$ cat src/rtl/gmii_mux_cpu_regs_pkg.sv
// gmii_mux_cpu_regs_pkg: register map, field widths, reset values
// and AXI response codes shared by the GMII mux CPU register block.
package gmii_mux_cpu_regs_pkg;

    localparam int unsigned DATA_W = 32;
    localparam int unsigned STRB_W = DATA_W / 8;
    localparam int unsigned RESP_W = 2;

    localparam int unsigned OFF_ID      = 'h0;
    localparam int unsigned OFF_VERSION = 'h4;
    localparam int unsigned OFF_SELECT  = 'h8;
    localparam int unsigned OFF_SCRATCH = 'hC;

    localparam logic [DATA_W-1:0] SELECT_RST  = 32'h0000_0001;
    localparam logic [DATA_W-1:0] SCRATCH_RST = 32'h0000_0000;

    localparam logic [RESP_W-1:0] RESP_OKAY   = 2'b00;
    localparam logic [RESP_W-1:0] RESP_SLVERR = 2'b10;

    typedef enum logic [2:0] {
        REG_ID,
        REG_VERSION,
        REG_SELECT,
        REG_SCRATCH,
        REG_NONE
    } reg_sel_e;

    function automatic logic [DATA_W-1:0] apply_strb(
        input logic [DATA_W-1:0] old_v,
        input logic [DATA_W-1:0] new_v,
        input logic [STRB_W-1:0] strb
    );
        logic [DATA_W-1:0] r;
        r = old_v;
        for (int i = 0; i < STRB_W; i++) begin
            if (strb[i]) r[8*i +: 8] = new_v[8*i +: 8];
        end
        return r;
    endfunction

endpackage

$ cat src/rtl/gmii_mux_cpu_regs_axi_if.sv
// gmii_mux_cpu_regs_axi_if: AXI-Lite slave handshakes for the register block.
// Ports: AXI write/read channels (*_i/*_o); wr_en_o/rd_en_o strobes with
// address/data toward the register file, wr_resp_i/rd_data_i/rd_resp_i back.
module gmii_mux_cpu_regs_axi_if
    import gmii_mux_cpu_regs_pkg::*;
#(
    parameter int AW = 12
) (
    input  logic              clk_i,
    input  logic              rst_i,
    input  logic [AW-1:0]     awaddr_i,
    input  logic              awvalid_i,
    output logic              awready_o,
    input  logic [DATA_W-1:0] wdata_i,
    input  logic [STRB_W-1:0] wstrb_i,
    input  logic              wvalid_i,
    output logic              wready_o,
    output logic [RESP_W-1:0] bresp_o,
    output logic              bvalid_o,
    input  logic              bready_i,
    input  logic [AW-1:0]     araddr_i,
    input  logic              arvalid_i,
    output logic              arready_o,
    output logic [DATA_W-1:0] rdata_o,
    output logic [RESP_W-1:0] rresp_o,
    output logic              rvalid_o,
    input  logic              rready_i,
    output logic              wr_en_o,
    output logic [AW-1:0]     wr_addr_o,
    output logic [DATA_W-1:0] wr_data_o,
    output logic [STRB_W-1:0] wr_strb_o,
    input  logic [RESP_W-1:0] wr_resp_i,
    output logic              rd_en_o,
    output logic [AW-1:0]     rd_addr_o,
    input  logic [DATA_W-1:0] rd_data_i,
    input  logic [RESP_W-1:0] rd_resp_i
);

    logic              awready_q, awready_d;
    logic              bvalid_q,  bvalid_d;
    logic [RESP_W-1:0] bresp_q,   bresp_d;
    logic              arready_q, arready_d;
    logic              rvalid_q,  rvalid_d;
    logic [DATA_W-1:0] rdata_q,   rdata_d;
    logic [RESP_W-1:0] rresp_q,   rresp_d;

    // Address and data are accepted together; the ready pulse is only
    // raised while both valids are held, so ready implies a handshake.
    assign wr_en_o   = awready_q & awvalid_i & wvalid_i;
    assign wr_addr_o = awaddr_i;
    assign wr_data_o = wdata_i;
    assign wr_strb_o = wstrb_i;

    assign rd_en_o   = arready_q & arvalid_i;
    assign rd_addr_o = araddr_i;

    always_comb begin
        awready_d = awvalid_i & wvalid_i & ~bvalid_q & ~awready_q;
        bvalid_d  = bvalid_q;
        bresp_d   = bresp_q;
        if (wr_en_o) begin
            bvalid_d = 1'b1;
            bresp_d  = wr_resp_i;
        end else if (bready_i) begin
            bvalid_d = 1'b0;
        end
    end

    always_comb begin
        arready_d = arvalid_i & ~rvalid_q & ~arready_q;
        rvalid_d  = rvalid_q;
        rdata_d   = rdata_q;
        rresp_d   = rresp_q;
        if (rd_en_o) begin
            rvalid_d = 1'b1;
            rdata_d  = rd_data_i;
            rresp_d  = rd_resp_i;
        end else if (rready_i) begin
            rvalid_d = 1'b0;
        end
    end

    always_ff @(posedge clk_i) begin
        if (rst_i) begin
            awready_q <= 1'b0;
            bvalid_q  <= 1'b0;
            bresp_q   <= '0;
            arready_q <= 1'b0;
            rvalid_q  <= 1'b0;
            rdata_q   <= '0;
            rresp_q   <= '0;
        end else begin
            awready_q <= awready_d;
            bvalid_q  <= bvalid_d;
            bresp_q   <= bresp_d;
            arready_q <= arready_d;
            rvalid_q  <= rvalid_d;
            rdata_q   <= rdata_d;
            rresp_q   <= rresp_d;
        end
    end

    assign awready_o = awready_q;
    assign wready_o  = awready_q;
    assign bvalid_o  = bvalid_q;
    assign bresp_o   = bresp_q;
    assign arready_o = arready_q;
    assign rvalid_o  = rvalid_q;
    assign rdata_o   = rdata_q;
    assign rresp_o   = rresp_q;

endmodule

$ cat src/rtl/gmii_mux_cpu_regs.sv
// gmii_mux_cpu_regs: AXI-Lite registers for the GMII mux (ID, VERSION, SELECT).
// Ports: S_AXI_* slave bus, id_reg/version_reg RO inputs, select_reg output.
// Define GMII_MUX_CPU_REGS_SCRATCH_EN to add a RW scratch register at 0xC.
module gmii_mux_cpu_regs
    import gmii_mux_cpu_regs_pkg::*;
#(
    parameter logic [31:0] C_BASE_ADDRESS     = 32'h0,
    parameter int          C_S_AXI_DATA_WIDTH = 32,
    parameter int          C_S_AXI_ADDR_WIDTH = 12
) (
    input  logic                            S_AXI_ACLK,
    input  logic                            S_AXI_ARESET,
    input  logic [C_S_AXI_ADDR_WIDTH-1:0]   S_AXI_AWADDR,
    input  logic                            S_AXI_AWVALID,
    output logic                            S_AXI_AWREADY,
    input  logic [C_S_AXI_DATA_WIDTH-1:0]   S_AXI_WDATA,
    input  logic [C_S_AXI_DATA_WIDTH/8-1:0] S_AXI_WSTRB,
    input  logic                            S_AXI_WVALID,
    output logic                            S_AXI_WREADY,
    output logic [1:0]                      S_AXI_BRESP,
    output logic                            S_AXI_BVALID,
    input  logic                            S_AXI_BREADY,
    input  logic [C_S_AXI_ADDR_WIDTH-1:0]   S_AXI_ARADDR,
    input  logic                            S_AXI_ARVALID,
    output logic                            S_AXI_ARREADY,
    output logic [C_S_AXI_DATA_WIDTH-1:0]   S_AXI_RDATA,
    output logic [1:0]                      S_AXI_RRESP,
    output logic                            S_AXI_RVALID,
    input  logic                            S_AXI_RREADY,
    input  logic [31:0]                     id_reg,
    input  logic [31:0]                     version_reg,
    output logic [31:0]                     select_reg
);

    localparam int AW = C_S_AXI_ADDR_WIDTH;
    localparam logic [AW-1:0] BASE = AW'(C_BASE_ADDRESS);

    localparam logic [AW-3:0] W_ID      = (AW-2)'(OFF_ID >> 2);
    localparam logic [AW-3:0] W_VERSION = (AW-2)'(OFF_VERSION >> 2);
    localparam logic [AW-3:0] W_SELECT  = (AW-2)'(OFF_SELECT >> 2);
    localparam logic [AW-3:0] W_SCRATCH = (AW-2)'(OFF_SCRATCH >> 2);

    logic              wr_en, rd_en;
    logic [AW-1:0]     wr_addr, rd_addr;
    logic [AW-1:0]     wr_off, rd_off;
    logic [DATA_W-1:0] wr_data, rd_data;
    logic [STRB_W-1:0] wr_strb;
    logic [RESP_W-1:0] wr_resp, rd_resp;
    reg_sel_e          wr_sel, rd_sel;

    logic [DATA_W-1:0] select_q, select_d;

    function automatic reg_sel_e decode(input logic [AW-3:0] w);
        reg_sel_e s;
        s = REG_NONE;
        if (w == W_ID)      s = REG_ID;
        if (w == W_VERSION) s = REG_VERSION;
        if (w == W_SELECT)  s = REG_SELECT;
`ifdef GMII_MUX_CPU_REGS_SCRATCH_EN
        if (w == W_SCRATCH) s = REG_SCRATCH;
`else
        if (w == W_SCRATCH) s = REG_NONE;
`endif
        return s;
    endfunction

    gmii_mux_cpu_regs_axi_if #(
        .AW (AW)
    ) u_axi_if (
        .clk_i     (S_AXI_ACLK),
        .rst_i     (S_AXI_ARESET),
        .awaddr_i  (S_AXI_AWADDR),
        .awvalid_i (S_AXI_AWVALID),
        .awready_o (S_AXI_AWREADY),
        .wdata_i   (S_AXI_WDATA),
        .wstrb_i   (S_AXI_WSTRB),
        .wvalid_i  (S_AXI_WVALID),
        .wready_o  (S_AXI_WREADY),
        .bresp_o   (S_AXI_BRESP),
        .bvalid_o  (S_AXI_BVALID),
        .bready_i  (S_AXI_BREADY),
        .araddr_i  (S_AXI_ARADDR),
        .arvalid_i (S_AXI_ARVALID),
        .arready_o (S_AXI_ARREADY),
        .rdata_o   (S_AXI_RDATA),
        .rresp_o   (S_AXI_RRESP),
        .rvalid_o  (S_AXI_RVALID),
        .rready_i  (S_AXI_RREADY),
        .wr_en_o   (wr_en),
        .wr_addr_o (wr_addr),
        .wr_data_o (wr_data),
        .wr_strb_o (wr_strb),
        .wr_resp_i (wr_resp),
        .rd_en_o   (rd_en),
        .rd_addr_o (rd_addr),
        .rd_data_i (rd_data),
        .rd_resp_i (rd_resp)
    );

    // Byte lanes within a word are ignored by the decode.
    assign wr_off = wr_addr - BASE;
    assign rd_off = rd_addr - BASE;
    assign wr_sel = decode(wr_off[AW-1:2]);
    assign rd_sel = decode(rd_off[AW-1:2]);

    logic unused_lanes;
    assign unused_lanes = ^{wr_off[1:0], rd_off[1:0]};

    assign wr_resp = (wr_sel == REG_NONE) ? RESP_SLVERR : RESP_OKAY;

`ifdef GMII_MUX_CPU_REGS_SCRATCH_EN
    logic [DATA_W-1:0] scratch_q, scratch_d;

    always_comb begin
        scratch_d = scratch_q;
        if (wr_en && wr_sel == REG_SCRATCH)
            scratch_d = apply_strb(scratch_q, wr_data, wr_strb);
    end

    always_ff @(posedge S_AXI_ACLK) begin
        if (S_AXI_ARESET) scratch_q <= SCRATCH_RST;
        else              scratch_q <= scratch_d;
    end
`else
    logic unused_rd_en;
    assign unused_rd_en = rd_en;
`endif

    always_comb begin
        select_d = select_q;
        if (wr_en && wr_sel == REG_SELECT)
            select_d = apply_strb(select_q, wr_data, wr_strb);
    end

    always_ff @(posedge S_AXI_ACLK) begin
        if (S_AXI_ARESET) select_q <= SELECT_RST;
        else              select_q <= select_d;
    end

    // Read data is captured by the interface on the same edge a write
    // commits, so a colliding read of SELECT sees the old value.
    always_comb begin
        rd_data = '0;
        rd_resp = RESP_OKAY;
        case (rd_sel)
            REG_ID:      rd_data = id_reg;
            REG_VERSION: rd_data = version_reg;
            REG_SELECT:  rd_data = select_q;
`ifdef GMII_MUX_CPU_REGS_SCRATCH_EN
            REG_SCRATCH: rd_data = rd_en ? scratch_q : scratch_q;
`endif
            default:     rd_resp = RESP_SLVERR;
        endcase
    end

    assign select_reg = select_q;

endmodule

$ cat config.mk
export PLATFORM = sky130hd
export DESIGN_NAME = gmii_mux_cpu_regs
export DESIGN_NICKNAME = d
export VERILOG_FILES = /design/src/rtl/gmii_mux_cpu_regs_pkg.sv /design/src/rtl/gmii_mux_cpu_regs_axi_if.sv /design/src/rtl/gmii_mux_cpu_regs.sv
export SDC_FILE = /design/constraint.sdc
export NUM_CORES = 1
export LEC_CHECK = 0
export ABC_AREA = 1
export BUFFER_PORTS_ARGS = -buffer_cell sky130_fd_sc_hd__clkbuf_2
export CAP_MARGIN = 20
export CORE_ASPECT_RATIO = 1.5
export CORE_MARGIN = 1.5
export CORE_UTILIZATION = 35
export CTS_BUF_LIST = sky130_fd_sc_hd__clkbuf_16
export CTS_CLUSTER_DIAMETER = 40
export DETAILED_ROUTE_END_ITERATION = 8
export GPL_ROUTABILITY_DRIVEN = 0
export GPL_TIMING_DRIVEN = 1
export PLACE_DENSITY = 0.66
export RECOVER_POWER = 50
export SLEW_MARGIN = 15
export SYNTH_ARGS = -nofsm -noshare
export SYNTH_HDL_FRONTEND = slang
export SYNTH_SLANG_ARGS = --single-unit
$ cat constraint.sdc
create_clock -name S_AXI_ACLK -period 1.9 [get_ports S_AXI_ACLK]
set_input_delay 0.095 -clock S_AXI_ACLK [delete_from_list [all_inputs] [get_ports S_AXI_ACLK]]
set_output_delay 0.095 -clock S_AXI_ACLK [all_outputs]
set_load 0.02 [all_outputs]
== After elaboration in Yosys (flattened, before gate mapping) ==
Cells that the tools add are included.

* Bits in registers: 72
* Input bits: 131
* Output and inout bits: 73

* Eq/ne operators: 10
* Multiplexer cells: 15
* Bitwise operators: 12
* Reductions and logical operators: 11

{| class="wikitable"
|+ Operator list
! cell !! count
|-
| $pmux W32 S3 || 1
|-
| $eq A10 B2 Y1 const B || 4
|-
| $mux W3 || 8
|-
| $eq A10 B1 Y1 const B || 2
|-
| $logic_not A10 Y1 || 2
|-
| $and A1 B1 Y1 || 8
|-
| $reduce_and A2 Y1 || 4
|-
| $eq A3 B2 Y1 const B || 2
|-
| $mux W1 || 4
|-
| $mux W2 || 2
|-
| $not A1 Y1 || 4
|-
| $reduce_bool A2 Y1 || 2
|-
| $eq A3 B1 Y1 const B || 1
|-
| $eq A3 B3 Y1 const B || 1
|-
| $logic_not A3 Y1 || 1
|-
| $reduce_or A3 Y1 || 1
|-
| $logic_and A1 B1 Y1 || 1
|}

== Depth between registers and ports, before layout ==
* Word-level depth: 8
* Gate-level depth with buffers: 9
* Gate-level depth less buffers: 7

== Modules after synthesis ==
A second synthesis with hierarchy kept.

* Cells, all modules: 720
* Area total of the unflattened synthesis: 4,613.2 um^2

{| class="wikitable"
|+ Modules (own cells, without submodules)
! module !! instances !! cells an instance !! area an instance (um^2)
|-
| gmii_mux_cpu_regs || 1 || 480 || 2,738.9
|-
| gmii_mux_cpu_regs_axi_if || 1 || 240 || 1,874.3
|}

== Worst setup path before layout ==
Ideal clock, no wire load.

* Path kind: register -> register
* From: register u_axi_if.awready_q, in the netlist u_axi_if.awready_o
* To: register select_q[1], in the netlist select_reg[1]
* Data arrival time: 1.393 ns
* Setup slack: 0.394 ns
* Stages on the path, launching flop included: 7
* Buffers on the path: 1
* Clock period less this slack: 1.506 ns
* Path through: dfxtp_1 -> nand3_2 -> nor3_4 -> nand3_2 -> buf_2 -> nor2_1 -> nor2_1

* Cells in the longest elaborated chain, start to end: 4

{| class="wikitable"
|+ RTL lines
! item !! line !! source
|-
| start: declaration || gmii_mux_cpu_regs_axi_if.sv:39 || <nowiki>logic awready_q, awready_d;</nowiki>
|-
| start signal: assignment || gmii_mux_cpu_regs_axi_if.sv:93 || <nowiki>awready_q <= awready_d;</nowiki>
|-
| $and A1 B1 Y1 (2 in series) || gmii_mux_cpu_regs_axi_if.sv:49 || <nowiki>assign wr_en_o = awready_q & awvalid_i & wvalid_i;</nowiki>
|-
| $logic_and A1 B1 Y1 || gmii_mux_cpu_regs.sv:131 || <nowiki>if (wr_en && wr_sel == REG_SELECT)</nowiki>
|-
| $reduce_and A2 Y1 (no line) || -- ||
|-
| end signal: assignment || gmii_mux_cpu_regs.sv:137 || <nowiki>else select_q <= select_d;</nowiki>
|-
| end: declaration || gmii_mux_cpu_regs.sv:51 || <nowiki>logic [DATA_W-1:0] select_q, select_d;</nowiki>
|}

Every way passes these cells.
A chain may end at the register's enable or synchronous reset.

== Worst setup path in the final report ==
* From: input S_AXI_AWVALID
* To: register select_q[27], in the netlist select_reg[27]

* Cells in the longest elaborated chain, start to end: 4

{| class="wikitable"
|+ RTL lines
! item !! line !! source
|-
| start: declaration || gmii_mux_cpu_regs.sv:14 || <nowiki>input logic S_AXI_AWVALID,</nowiki>
|-
| $and A1 B1 Y1 (2 in series) || gmii_mux_cpu_regs_axi_if.sv:49 ||
|-
| $logic_and A1 B1 Y1 || gmii_mux_cpu_regs.sv:131 ||
|-
| $reduce_and A2 Y1 (no line) || -- ||
|}

Every way passes these cells.

==> results.md <==
- Outcome: finished, final reports clean
- Max Cap Viol: 0
- Initial DRC count: 276
- CTS tree: yes
- Min-delay worst type: in2reg
- Clock Power Share: between 40 and 50%
- Routed WL: between 10,000 and 15,000 microns
- Reg2Reg Depth: 6
- Layout cell share with drive strength beyond 1: 22.3%
- Fillers: 1,010
- Ys async rst share: 0%
- F_max: around 0.61 GHz
- First-pass GRT wire length: about 19,000 microns
- Int Pwr: roughly 2600 uW
- Area share of the largest cell type after synthesis: 40.1%
- FP Rows: 44
- Static Leak: 0.00235 uW
- Stages on worst setup path: 8
- CTS Buf Count: 9
- Top Ports: 204
- Die Span X: 84.6 microns
- Mean Syn Cell Area: 6.47 sq um
- Maximum clock path buffer count: 2
- Yosys top cell by area: dfxtp_1
- Tmin final: 1.64 ns
- Sequential element share of the synthesized area: 40.1%
- Crit path buf inv count: 2
- Clk sink count: 70
- Worst setup EP type: register
- Final-report hold violation count: 0
- Dominant cells by area after synthesis: dfxtp_1 (40%), nand3_1 (19%), nand2_1 (15%)
- Cell variety after synth: 23
- Comb pwr share: 8.8%
- Nets: between 800 and 900
- Worst skew pair latency: approximately 0.33 ns
- Via density: 4.81
- GR Util All Layers: 22.5%
- RSZ-0062 raised after global routing: no
- Resized cells post-CTS: 0
- H-tree depth: 3
- Sequential share of power: 44.1%
- FF-to-FF End: select_reg[27]
- Initial antenna violation count: 0
- N_diodes: 0
- I/O Buffers: 197
- Most frequent cells in the layout: nand2_1 (136), nand3_1 (130), clkbuf_2 (129)
- Worst-path clk slew: 0.05 ns
- Starting density of the core: 36.0%
- Routed Antenna Nets: 0
- Critical Path Fanout Max: 16
- Switching power: 739 uW
- Synthesized flop and latch total: 70
- CP max stage cell: dlygate4sd3_1
- Wirelength per Cell: 13.8 microns
- Placed Cells: 826
- Crit path launch: S_AXI_AWVALID
- Final period utilization: 86.5%
- Post-route insts no fill: 865
- FF-to-FF Start: u_axi_if.awready_o
- PwrDens: 674 nW/um^2
- Total iterations of the first detailed-routing run: 5
- Post-CTS Setup Bufs: 0
- CP Capture Point: select_reg[27]
- Grt total ovfl: 0
- Core area: roughly 9700 sq um
- Setup Skew: 0.00299 ns
- Leading cell type in the layout, fill and taps excluded: nand2_1
- Crit start category: input port
- DRC: 0
- Synthesis-to-layout area growth: 42.5%
- Crit Path Class: in2reg
- Arrival time at the worst endpoint: 1.91 ns
- Setup violators final: 0
- Top FF cell, synth: dfxtp_1
- Reg2reg setup slack: ~0.28 ns
- Root Buffer: clkbuf_16
- Final number of max-transition violations: 0
- Die ar.: 10,600 sq um
- Cell count after synthesis: 540
- TNS Setup: 0 ns
- Sw Ratio: 22.0%
- Vert. Die Dim: 125 microns
- Post-synth EDFFs: 0
- Vias: 4,160
- CP cell instances: dlygate4sd3_1 -> clkbuf_1 -> nand3_2 -> nor3_4 -> nand3_2 -> nand2_1 -> nand2_1 -> nor2_1
- Vias in the first global route: 3,984
- CP Data Required Time: 2.16 ns
- Cts hold-fix bufs: 24
- Yosys Warn Count: 0
- VDD IR max: ~0.49 mV
- Post-Synthesis Cell Area: around 3500 sq um
- DP HPWL: 8760 microns
- CP max stage delay: 0.52 ns
- Largest net degree at the start of global routing: 53
- CP delay by family, top: simple AND/OR/NAND/NOR gates
[worst register-to-register path: cells and delay by family (launching register included)]
kind             cells  cell delay [ns]
flip-flops           1             0.38
AND/OR/NAND/NOR      6             1.18
[how the worst min path moves through the flow]
stage	slack [ns]	depth (start not counted)	to	startpoint
finish	0.01	3	select_reg[25]	S_AXI_WDATA[25]
global route	0.01	3	select_reg[7]	S_AXI_WDATA[7]
CTS	0.002	3	select_reg[7]	S_AXI_WDATA[7]
detailed placement	0.32	3	select_reg[13]	S_AXI_WDATA[13]
global placement	0.32	3	select_reg[23]	S_AXI_WDATA[23]
floorplan	0.21	2	u_axi_if.awready_o	S_AXI_AWVALID
[stage by stage]
stage	util, %	hold WS (ns)	setup WS (ns)	area (sq um)	total power, uW
3_5_place_dp	46.9	0.321	0.282	4540	1760
3_3_place_gp	46.9	0.318	0.339	4540	1760
4_1_cts	52.2	0.00212	0.264	5060	3390
2_1_floorplan	-	0.214	0.394	3500	1600
6_report	51.3	0.0110	0.257	4970	3350
5_1_grt	51.3	0.0143	0.0811	4970	3460
[cells by family after synthesis]
kind of cell	after synthesis	synth area share (%)
AND/OR/NAND/NOR	354	44.6
buffers and inverters	77	9.67
flip-flops	70	40.1
AO/OA/AOI/OAI	38	5.45
other	1	0.107
[cell usage after synthesis, types with 2 or more instances]
| master | number |
|---|---|
| nor3_1 | 3 |
| nand2_1 | 136 |
| nand3_1 | 130 |
| clkbuf_1 | 19 |
| nand3_2 | 5 |
| buf_6 | 3 |
| inv_1 | 37 |
| dfxtp_1 | 70 |
| nor2_2 | 2 |
| buf_1 | 4 |
| a21oi_1 | 36 |
| buf_4 | 4 |
| buf_2 | 9 |
| nor2_1 | 73 |
[per-layer routing]
layer / wire length [microns] / vias up / part of all wire (%) / GRT usage [%]
li1: - / 2142 / - / -
met1: 4940 / 1820 / 41 / 27.1
met2: 5730 / 166 / 48 / 38.0
met3: 720 / 32 / 6.1 / 3.50
met4: 509 / 0 / 4.3 / 12.2
met5: 0 / - / 0 / 0
[power groups by stage]
stage          Clock [uW]  Sequential [uW]  Combinational, uW
5_1_grt              1670             1480                320
6_report             1580             1480                295
2_1_floorplan           0             1510               82.5
3_3_place_gp            0             1510                252
3_5_place_dp            0             1510                256
4_1_cts              1620             1480                295
[cell type report]
| cell class | instances | area, sq um | share of cell area (%) |
|---|---|---|---|
| Clock inverter | 6 | 53.8 | 1.08 |
| Sequential cell | 70 | 1400 | 28.2 |
| Clock buffer | 9 | 225 | 4.53 |
| Inverter | 38 | 143 | 2.87 |
| Multi-Input combinational cell | 394 | 1760 | 35.5 |
| Timing Repair Buffer | 233 | 1240 | 25.0 |
| Tap cell | 115 | 144 | 2.89 |
Power figures use the tool's default switching activity.
